===== src/rtl/sifive_hpm_pkg.sv =====
// Shared constants, counter-slice state record and mask helper for the HPM counter unit.
package sifive_hpm_pkg;

    localparam int CTR_WIDTH = 64;

    localparam logic [11:0] MHPMCOUNTER3  = 12'hB03;
    localparam logic [11:0] MHPMCOUNTER3H = 12'hB83;
    localparam logic [11:0] MHPMEVENT3    = 12'h323;
    localparam logic [11:0] MCOUNTINHIBIT = 12'h320;

    typedef struct packed {
        logic [CTR_WIDTH-1:0] cnt;
        logic [31:0]          sel;
        logic                 ovf;
    } hpm_ctr_state_t;

    // Mask with the low 'width' bits set, saturating at 32 bits.
    function automatic logic [31:0] low_mask(input int width);
        return 32'((64'd1 << width) - 64'd1);
    endfunction

endpackage


===== src/rtl/sifive_hpm_counter.sv =====
// One HPM counter slice: 64-bit counter, event selector and sticky overflow flag.
module sifive_hpm_counter
    import sifive_hpm_pkg::*;
#(
    parameter int NUM_EVENTS = 16
) (
    input  logic                  clock,
    input  logic                  reset_n,
    input  logic [NUM_EVENTS-1:0] events_q,
    input  logic                  inhibit,
    input  logic                  wr_lo,
    input  logic                  wr_hi,
    input  logic                  wr_sel,
    input  logic [31:0]           wdata,
    output hpm_ctr_state_t        state
);

    localparam logic [31:0] SEL_MASK = low_mask(NUM_EVENTS);

    logic [CTR_WIDTH-1:0] cnt_q;
    logic [31:0]          sel_q;
    logic                 ovf_q;
    logic                 inc;

    // A write to either half drops this cycle's increment outright.
    assign inc = !inhibit && ((32'(events_q) & sel_q) != '0) && !wr_lo && !wr_hi;

    always_ff @(posedge clock or negedge reset_n) begin
        if (!reset_n) begin
            cnt_q <= '0;
            sel_q <= '0;
            ovf_q <= 1'b0;
        end else begin
            if (wr_sel) begin
                sel_q <= wdata & SEL_MASK;
            end
            if (wr_lo) begin
                cnt_q[31:0] <= wdata;
                ovf_q       <= 1'b0;
            end else if (wr_hi) begin
                cnt_q[63:32] <= wdata;
                ovf_q        <= 1'b0;
            end else if (inc) begin
                cnt_q <= cnt_q + 64'd1;
                if (&cnt_q) begin
                    ovf_q <= 1'b1;
                end
            end
        end
    end

    assign state = '{cnt: cnt_q, sel: sel_q, ovf: ovf_q};

endmodule


===== src/rtl/sifive_hpm_counter_unit.sv =====
// HPM counter unit: event input register, mcountinhibit, CSR decode and read mux
// around NUM_COUNTERS counter slices.
module sifive_hpm_counter_unit
    import sifive_hpm_pkg::*;
#(
    parameter int NUM_COUNTERS = 2,
    parameter int NUM_EVENTS   = 16
) (
    input  logic                    clock,
    input  logic                    reset_n,
    input  logic [NUM_EVENTS-1:0]   events,
    input  logic                    csr_wen,
    input  logic [11:0]             csr_addr,
    input  logic [31:0]             csr_wdata,
    output logic [31:0]             csr_rdata,
    output logic                    csr_hit,
    output logic [NUM_COUNTERS-1:0] hpm_ovf
);

    localparam logic [31:0] INH_MASK = low_mask(NUM_COUNTERS) << 3;

    logic [NUM_EVENTS-1:0]   events_q;
    logic [31:0]             mcountinhibit_q;
    logic [NUM_COUNTERS-1:0] wr_lo;
    logic [NUM_COUNTERS-1:0] wr_hi;
    logic [NUM_COUNTERS-1:0] wr_sel;
    hpm_ctr_state_t          ctr_state [NUM_COUNTERS];

    always_ff @(posedge clock or negedge reset_n) begin
        if (!reset_n) begin
            events_q        <= '0;
            mcountinhibit_q <= '0;
        end else begin
            events_q <= events;
            if (csr_wen && csr_addr == MCOUNTINHIBIT) begin
                mcountinhibit_q <= csr_wdata & INH_MASK;
            end
        end
    end

    always_comb begin
        wr_lo     = '0;
        wr_hi     = '0;
        wr_sel    = '0;
        csr_hit   = (csr_addr == MCOUNTINHIBIT);
        csr_rdata = csr_hit ? mcountinhibit_q : 32'h0;
        for (int n = 0; n < NUM_COUNTERS; n++) begin
            if (csr_addr == MHPMCOUNTER3 + 12'(n)) begin
                wr_lo[n]  = csr_wen;
                csr_hit   = 1'b1;
                csr_rdata = ctr_state[n].cnt[31:0];
            end
            if (csr_addr == MHPMCOUNTER3H + 12'(n)) begin
                wr_hi[n]  = csr_wen;
                csr_hit   = 1'b1;
                csr_rdata = ctr_state[n].cnt[63:32];
            end
            if (csr_addr == MHPMEVENT3 + 12'(n)) begin
                wr_sel[n] = csr_wen;
                csr_hit   = 1'b1;
                csr_rdata = ctr_state[n].sel;
            end
        end
    end

    for (genvar g = 0; g < NUM_COUNTERS; g++) begin : g_ctr
        sifive_hpm_counter #(
            .NUM_EVENTS(NUM_EVENTS)
        ) u_ctr (
            .clock    (clock),
            .reset_n  (reset_n),
            .events_q (events_q),
            .inhibit  (mcountinhibit_q[3+g]),
            .wr_lo    (wr_lo[g]),
            .wr_hi    (wr_hi[g]),
            .wr_sel   (wr_sel[g]),
            .wdata    (csr_wdata),
            .state    (ctr_state[g])
        );
        assign hpm_ovf[g] = ctr_state[g].ovf;
    end

endmodule


===== config.mk =====
export PLATFORM = sky130hd
export DESIGN_NAME = sifive_hpm_counter_unit
export DESIGN_NICKNAME = d
export VERILOG_FILES = /design/src/rtl/sifive_hpm_pkg.sv /design/src/rtl/sifive_hpm_counter.sv /design/src/rtl/sifive_hpm_counter_unit.sv
export SDC_FILE = /design/constraint.sdc
export NUM_CORES = 1
export LEC_CHECK = 0
export BUFFER_PORTS_ARGS = -buffer_cell sky130_fd_sc_hd__buf_2
export CORE_MARGIN = 4
export CORE_UTILIZATION = 47
export DETAILED_ROUTE_END_ITERATION = 10
export GPL_TIMING_DRIVEN = 0
export HOLD_SLACK_MARGIN = 0.1
export PLACE_DENSITY = 0.63
export SYNTH_ARGS = -nofsm -noshare
export SYNTH_HDL_FRONTEND = slang
export SYNTH_HIERARCHICAL = 1
export SYNTH_SLANG_ARGS = --single-unit

===== constraint.sdc =====
create_clock -name clock -period 3.1 [get_ports clock]
set_input_delay 0.465 -clock clock [delete_from_list [all_inputs] [get_ports clock]]
set_output_delay 0.465 -clock clock [all_outputs]
set_load 0.005 [all_outputs]

Word level (Yosys, flattened, before mapping). Cells that the tools add are included. Widths: inputs -> output; s select.

$add $sub $neg: 2. Multipliers: 0. Div/mod/pow operators: 0. Magnitude comparators: 0. Eq/ne operators: 9. Shifts and indexed selects: 0. Mux-type cells: 35. Bitwise operators: 4. Reductions and logical operators: 31.

Operator list (count): $mux 32 (12); $add 64x1->64 const B (2); $mux 64 (2); $reduce_and 64->1 (2); $reduce_bool 32->1 (2); $eq 12x12->1 const B (4); $eq 12x10->1 const B (3); $and 16x16->16 (2); $mux 1 (20); $reduce_and 2->1 (6); $reduce_bool 3->1 (4); $reduce_bool 2->1 (4); $logic_and 1x1->1 (7); $logic_not 1->1 (6); $mux 5 (1); $ne 2x1->1 const B (2); $not 1->1 (2).

Register bits: 180. Bits in latches: 0. Bits in writable memories: 0. Memory bits (read-only): 0. Input bits: 63. Memories kept: 0.

Longest topological paths before layout.
Depth in word-level cells: 8. Mapped depth: 13. Depth with buffers taken out: 10.

Hierarchy. Netlist, hierarchy kept.

Modules (own cells, without submodules): sifive_hpm_counter (g_ctr[0].u_ctr) (instances 1, cells each 588, area an instance 5176.2 µm², seq. area each 2026.9 µm²); sifive_hpm_counter (g_ctr[1].u_ctr) (instances 1, cells each 584, area an instance 5113.7 µm², seq. area each 2026.9 µm²); sifive_hpm_counter_unit (instances 1, cells each 352, area an instance 2542.4 µm², seq. area each 450.4 µm²).

Least setup slack after synthesis. OpenSTA, ideal clock, no wires.

Kind: input to register. Start: input csr_addr[6]. End: register g_ctr[0].u_ctr.cnt_q[33]. Setup time: 0.137 ns. Arrival time: 3.154 ns. Data required time: 2.963 ns. Slack: -0.191 ns. Cell stages on the path: 12. Path buffers: 5. Cells stage by stage: or4b_1 buf_2 nor4_2 buf_2 and2_1 clkbuf_1 inv_2 nor2_1 a21o_1 clkbuf_1 clkbuf_1 a21oi_1.

RTL lines: start: declaration (line sifive_hpm_counter_unit.sv:13) `input logic [11:0] csr_addr,`; $eq 12x12->1 * (line sifive_hpm_counter_unit.sv:53) `if (csr_addr == MHPMCOUNTER3H + 12'(n)) begin`; $mux 1 * (line sifive_hpm_counter_unit.sv:53); net wr_hi[0] (line sifive_hpm_counter_unit.sv:25) `logic [NUM_COUNTERS-1:0] wr_hi;`; $logic_not 1->1 (line sifive_hpm_counter.sv:26) `assign inc = !inhibit && ((32'(events_q) & sel_q) != '0) && !wr_lo && !wr_hi;`; $logic_and 1x1->1 (line sifive_hpm_counter.sv:26); $reduce_bool 2->1 (no line); $reduce_and 2->1 (no line); end signal: assignment (line sifive_hpm_counter.sv:41) `cnt_q[63:32] <= wdata;`; end signal: assignment (line sifive_hpm_counter.sv:44) `cnt_q <= cnt_q + 64'd1;`; end: declaration (line sifive_hpm_counter.sv:20) `logic [CTR_WIDTH-1:0] cnt_q;`.

Mark *: on every way through the listed nets, which the timed path passes. The rest lies on a longest branch. A chain may end at the register's enable or synchronous reset.

Worst setup path in the final report.
Start: input csr_addr[1]. End: output csr_rdata[10].

Word-level cells in the longest chain between the ends: 7.

Ends and longest elaborated chain: $eq 12x12->1 (line sifive_hpm_counter_unit.sv:48) `if (csr_addr == MHPMCOUNTER3 + 12'(n)) begin`; $mux 32 (line sifive_hpm_counter_unit.sv:48); $mux 32 (line sifive_hpm_counter_unit.sv:53); $mux 32 (line sifive_hpm_counter_unit.sv:58) `if (csr_addr == MHPMEVENT3 + 12'(n)) begin`; $mux 32 (line sifive_hpm_counter_unit.sv:48); $mux 32 (line sifive_hpm_counter_unit.sv:53); $mux 32 * (line sifive_hpm_counter_unit.sv:58); end: declaration (line sifive_hpm_counter_unit.sv:15) `output logic [31:0] csr_rdata,`.

Mark *: on every way between the ends. The rest lies on a longest branch, timed or not.

==> metrics.csv <==
stage;metric;value;unit
sta;setup_viol;0;
worst_setup_path;slowest_stage;or4b_1;
synth;synth_seq_cells;180;
pwr;ir_drop;0.3974;mV
floorplan;die_w;173.2;um
pwr;p_clk_share;43.6;%
cts;root_buffer;clkbuf_16;
sta;period_minus_slack;3.031;ns
worst_setup_path;cp-end-kind;output pin;
final_layout;drive_gt1_share;20.76;%
grt;grt_pass1_vias;12990;
cts;numClockSinks;180;
placement;dp_hpwl;43.74;mm
floorplan;initial_core_util;47.75;%
cts;cts_buffer_depth;2;
cts;htree_levels;4;
route;wl;57.02;mm
placement;numPortBuffers;96;
pwr;p_sw;0.001549;W
route;drc_errors;0;
worst_setup_path;path_cells;buf_2, or4b_1, buf_4, or3_4, buf_2, o211ai_1, buf_2;
synth;synth_top_family_by_area;simple AND/OR/NAND/NOR gates;
worst_setup_path;arrival;2.57;ns
grt;grt_pass1_wl;84.66;mm
cts;clk_pin_slew;0.08;ns
final_layout;syn2layout_area_growth;14.99;%
synth;yosysTopAreaCell;dfrtp_1;
grt;track_usage;37.02;%
flow_run;drv_cap;0;
synth;synth_edf_count;0;
sta;finalCritPeriodShare;97.78;%
synth;yosysMostFrequentCell;dfrtp_1;
floorplan;rows;60;
pwr;netSwitchingFraction;29.67;%
grt;globalRouteOverflowTotal;0;
placement;gp_congestion;0.9889;
floorplan;ios;98;
synth;synth-simple-area-share;26.47;%
synth;synth_compound_area_share;21.73;%
worst_setup_path;crit_fanout;10;
synth;synth_top_area_share;35.10;%
worst_setup_path;required;2.63;ns
route;ant_nets;0;
worst_setup_path;crit_top_cell;buf_2;
worst_hold_path;hp-class;in -> async;
synth;muxShareOfSynthArea;6.591;%
floorplan;die_area;0.03001;mm^2
pwr;cellLeakagePower;6.114;nW
route;routed_via_density;6.880;
sta;hold_violations;0;
synth;synthDistinctLibCells;82;
synth;synth_common_cells;dfrtp_1 (180), nand2_1 (149), o21ai_0 (131);
grt;grt_max_degree;105;
worst_setup_path;critPathMaxStageDelay;0.56;ns
cts;cts_tree;done;
synth;ys_warn_count;6;
worst_setup_path;critPathLaunchType;input port;
grt;antenna_found_initial;0;
placement;place_inst;1993;
sta;maxSlewViolCount;0;
route;wire_per_inst;28.11;um
pwr;p_int;0.003671;W
synth;synth_area;0.01283;mm^2
final_layout;final_cells;2028;
pwr;powerDensity;353.7;mW/mm^2
synth;ys_seq_area_share;35.10;%
floorplan;core;0.02688;mm^2
sta;worst_pin_slew;1.015;ns
status;outcome;complete, no violations;
sta;slew_headroom;31.84;%
floorplan;die_y;173.2;um
sta;skew;0.01953;ns
sta;rsz0062_at_grt;no;
sta;max_freq;329.9;MHz
cts;cts_buffers;17;
synth;postSynthCellCount;1524;
final_layout;finalNetCount;1738;
route;via_count;13950;
final_layout;utilization;54.90;%
synth;async_reset_ff_share;100.0;%
pwr;pwr-share-comb;9.0;%
synth;synth_flop_cell;dfrtp_1;
synth;synthAdderAreaFrac;0.1950;%
synth;avgSynthCellArea;8.420;um^2
worst_setup_path;critPathKind;in -> out;
cts;insertion_delay;0.45;ns
route;dr.pass1.iters;6;
synth;synth-xor-area-share;3.754;%
route;drt-initial-drc-count;2149;
pwr;p_seq_share;47.4;%
synth;yosys-top-cells-area;dfrtp_1 (35%), o21ai_0 (5.1%), mux2_2 (4.6%);
-- path summary, 6_finish.rpt --
check / from / end / slack, ns / cells past startpoint
setup / recovery: csr_addr[1] / csr_rdata[10] / 0.07 / 7
max in group asynchronous: reset_n / g_ctr[0].u_ctr/cnt_q[16] / 2.08 / 2
hold reg to reg: g_ctr[0].u_ctr/ovf_q / g_ctr[0].u_ctr/ovf_q / 0.51 / 2
min in group clock: events[3] / events_q[3] / 0.12 / 1
hold / removal: reset_n / g_ctr[1].u_ctr/cnt_q[54] / 0.08 / 1
setup reg to reg: g_ctr[1].u_ctr/cnt_q[26] / g_ctr[1].u_ctr/cnt_q[53] / 0.22 / 6
-- state kept, by name, indices dropped and copies added, names as in the netlist --
signal             cells
events_q              16
g_ctr.u_ctr/cnt_q    128
g_ctr.u_ctr/ovf_q      2
g_ctr.u_ctr/sel_q     32
mcountinhibit_q        2
-- cells by family after synthesis --
| kind of cell | count (synthesis) |
|---|---|
| xor+xnor | 55 |
| other cells | 2 |
| simple gates | 611 |
| flops | 180 |
| mux | 78 |
| fa+ha+maj | 2 |
| buf+inv | 161 |
| compound gates | 435 |
-- layer usage --
layer | share of wire, % | GRT usage (%) | wire length, um
met5 | 0 | 0 | 0
met1 | 43 | 55.81 | 24800
met3 | 11 | 6.412 | 6217
met4 | 4.7 | 15.26 | 2687
met2 | 41 | 52.39 | 23320
-- critical path, delay by kind of cell --
family                 cells  cell delay [ns]
AO/OA/AOI/OAI              1             0.38
buffers and inverters      4             0.75
AND/OR/NAND/NOR            2             0.97
-- through the flow --
step	total power [W]	setup slack (ns)	cell area, um^2	setup TNS [ns]	hold WS [ns]
6_report	0.005219	0.06872	14760	0	0.08275
5_1_grt	0.005369	0.006038	14750	0	0.1065
4_1_cts	0.005216	0.006859	14660	0	0.1022
3_5_place_dp	0.002961	-1.565	13920	-164.34	0.4947
3_3_place_gp	0.002947	-1.606	13860	-461.49	0.4858
2_1_floorplan	0.002697	0.02794	12950	0	0.1694
-- cells in the final DEF (no fill, tap or decap), drive strengths merged, types with 7 or more instances in the layout --
cell	synthesis	layout
nor4b	7	7
nand3	57	57
o22a	11	11
nor2	123	124
nand2	149	149
buf	61	169
a221oi	19	19
or3	8	8
clkinv	1	8
nor3	43	43
a31oi	12	12
o21ai	147	147
a311oi	9	9
and2	24	24
o211ai	12	12
nand4	62	62
a22oi	26	26
a211oi	11	11
conb	2	32
and4	18	18
a21oi	93	93
mux2i	26	26
dfrtp	180	180
o221ai	10	10
xor2	23	23
and3	31	31
xnor2	32	32
or4	10	10
o21a	7	7
o22ai	28	28
o2bb2ai	7	7
inv	24	31
mux2	52	52
clkbuf	75	84
nor4	44	44
-- final cells by class --
cell class | instances | area, um^2
Antenna cell | 1 | 2.502
Buffer | 132 | 739.5
Clock buffer | 18 | 439.2
Clock inverter | 14 | 172.7
Fill cell | 2631 | 12120
Inverter | 25 | 98.84
Multi-Input combinational cell | 1214 | 7809
Sequential cell | 180 | 4504
Tap cell | 341 | 426.7
Timing Repair Buffer | 103 | 563.0
-- power by group through the flow --
stage | registers, W | logic, W | clock network [W]
global route | 0.00248 | 0.000500 | 0.00239
floorplan | 0.00249 | 0.000209 | 0
detailed placement | 0.00252 | 0.000443 | 0
CTS | 0.00247 | 0.000453 | 0.00229
global placement | 0.00252 | 0.000431 | 0
finish | 0.00247 | 0.000472 | 0.00227
-- what timing repair did --
item | in CTS | in global routing
setup endpoints to repair | 173 | 108
gates cloned | 0 | 1
setup buffers | 1 | 4
hold buffers | 0 | 0
resized for setup | 49 | 43
pin swaps | 2 | 2
Note: power is estimated with default switching activity, not from simulation.
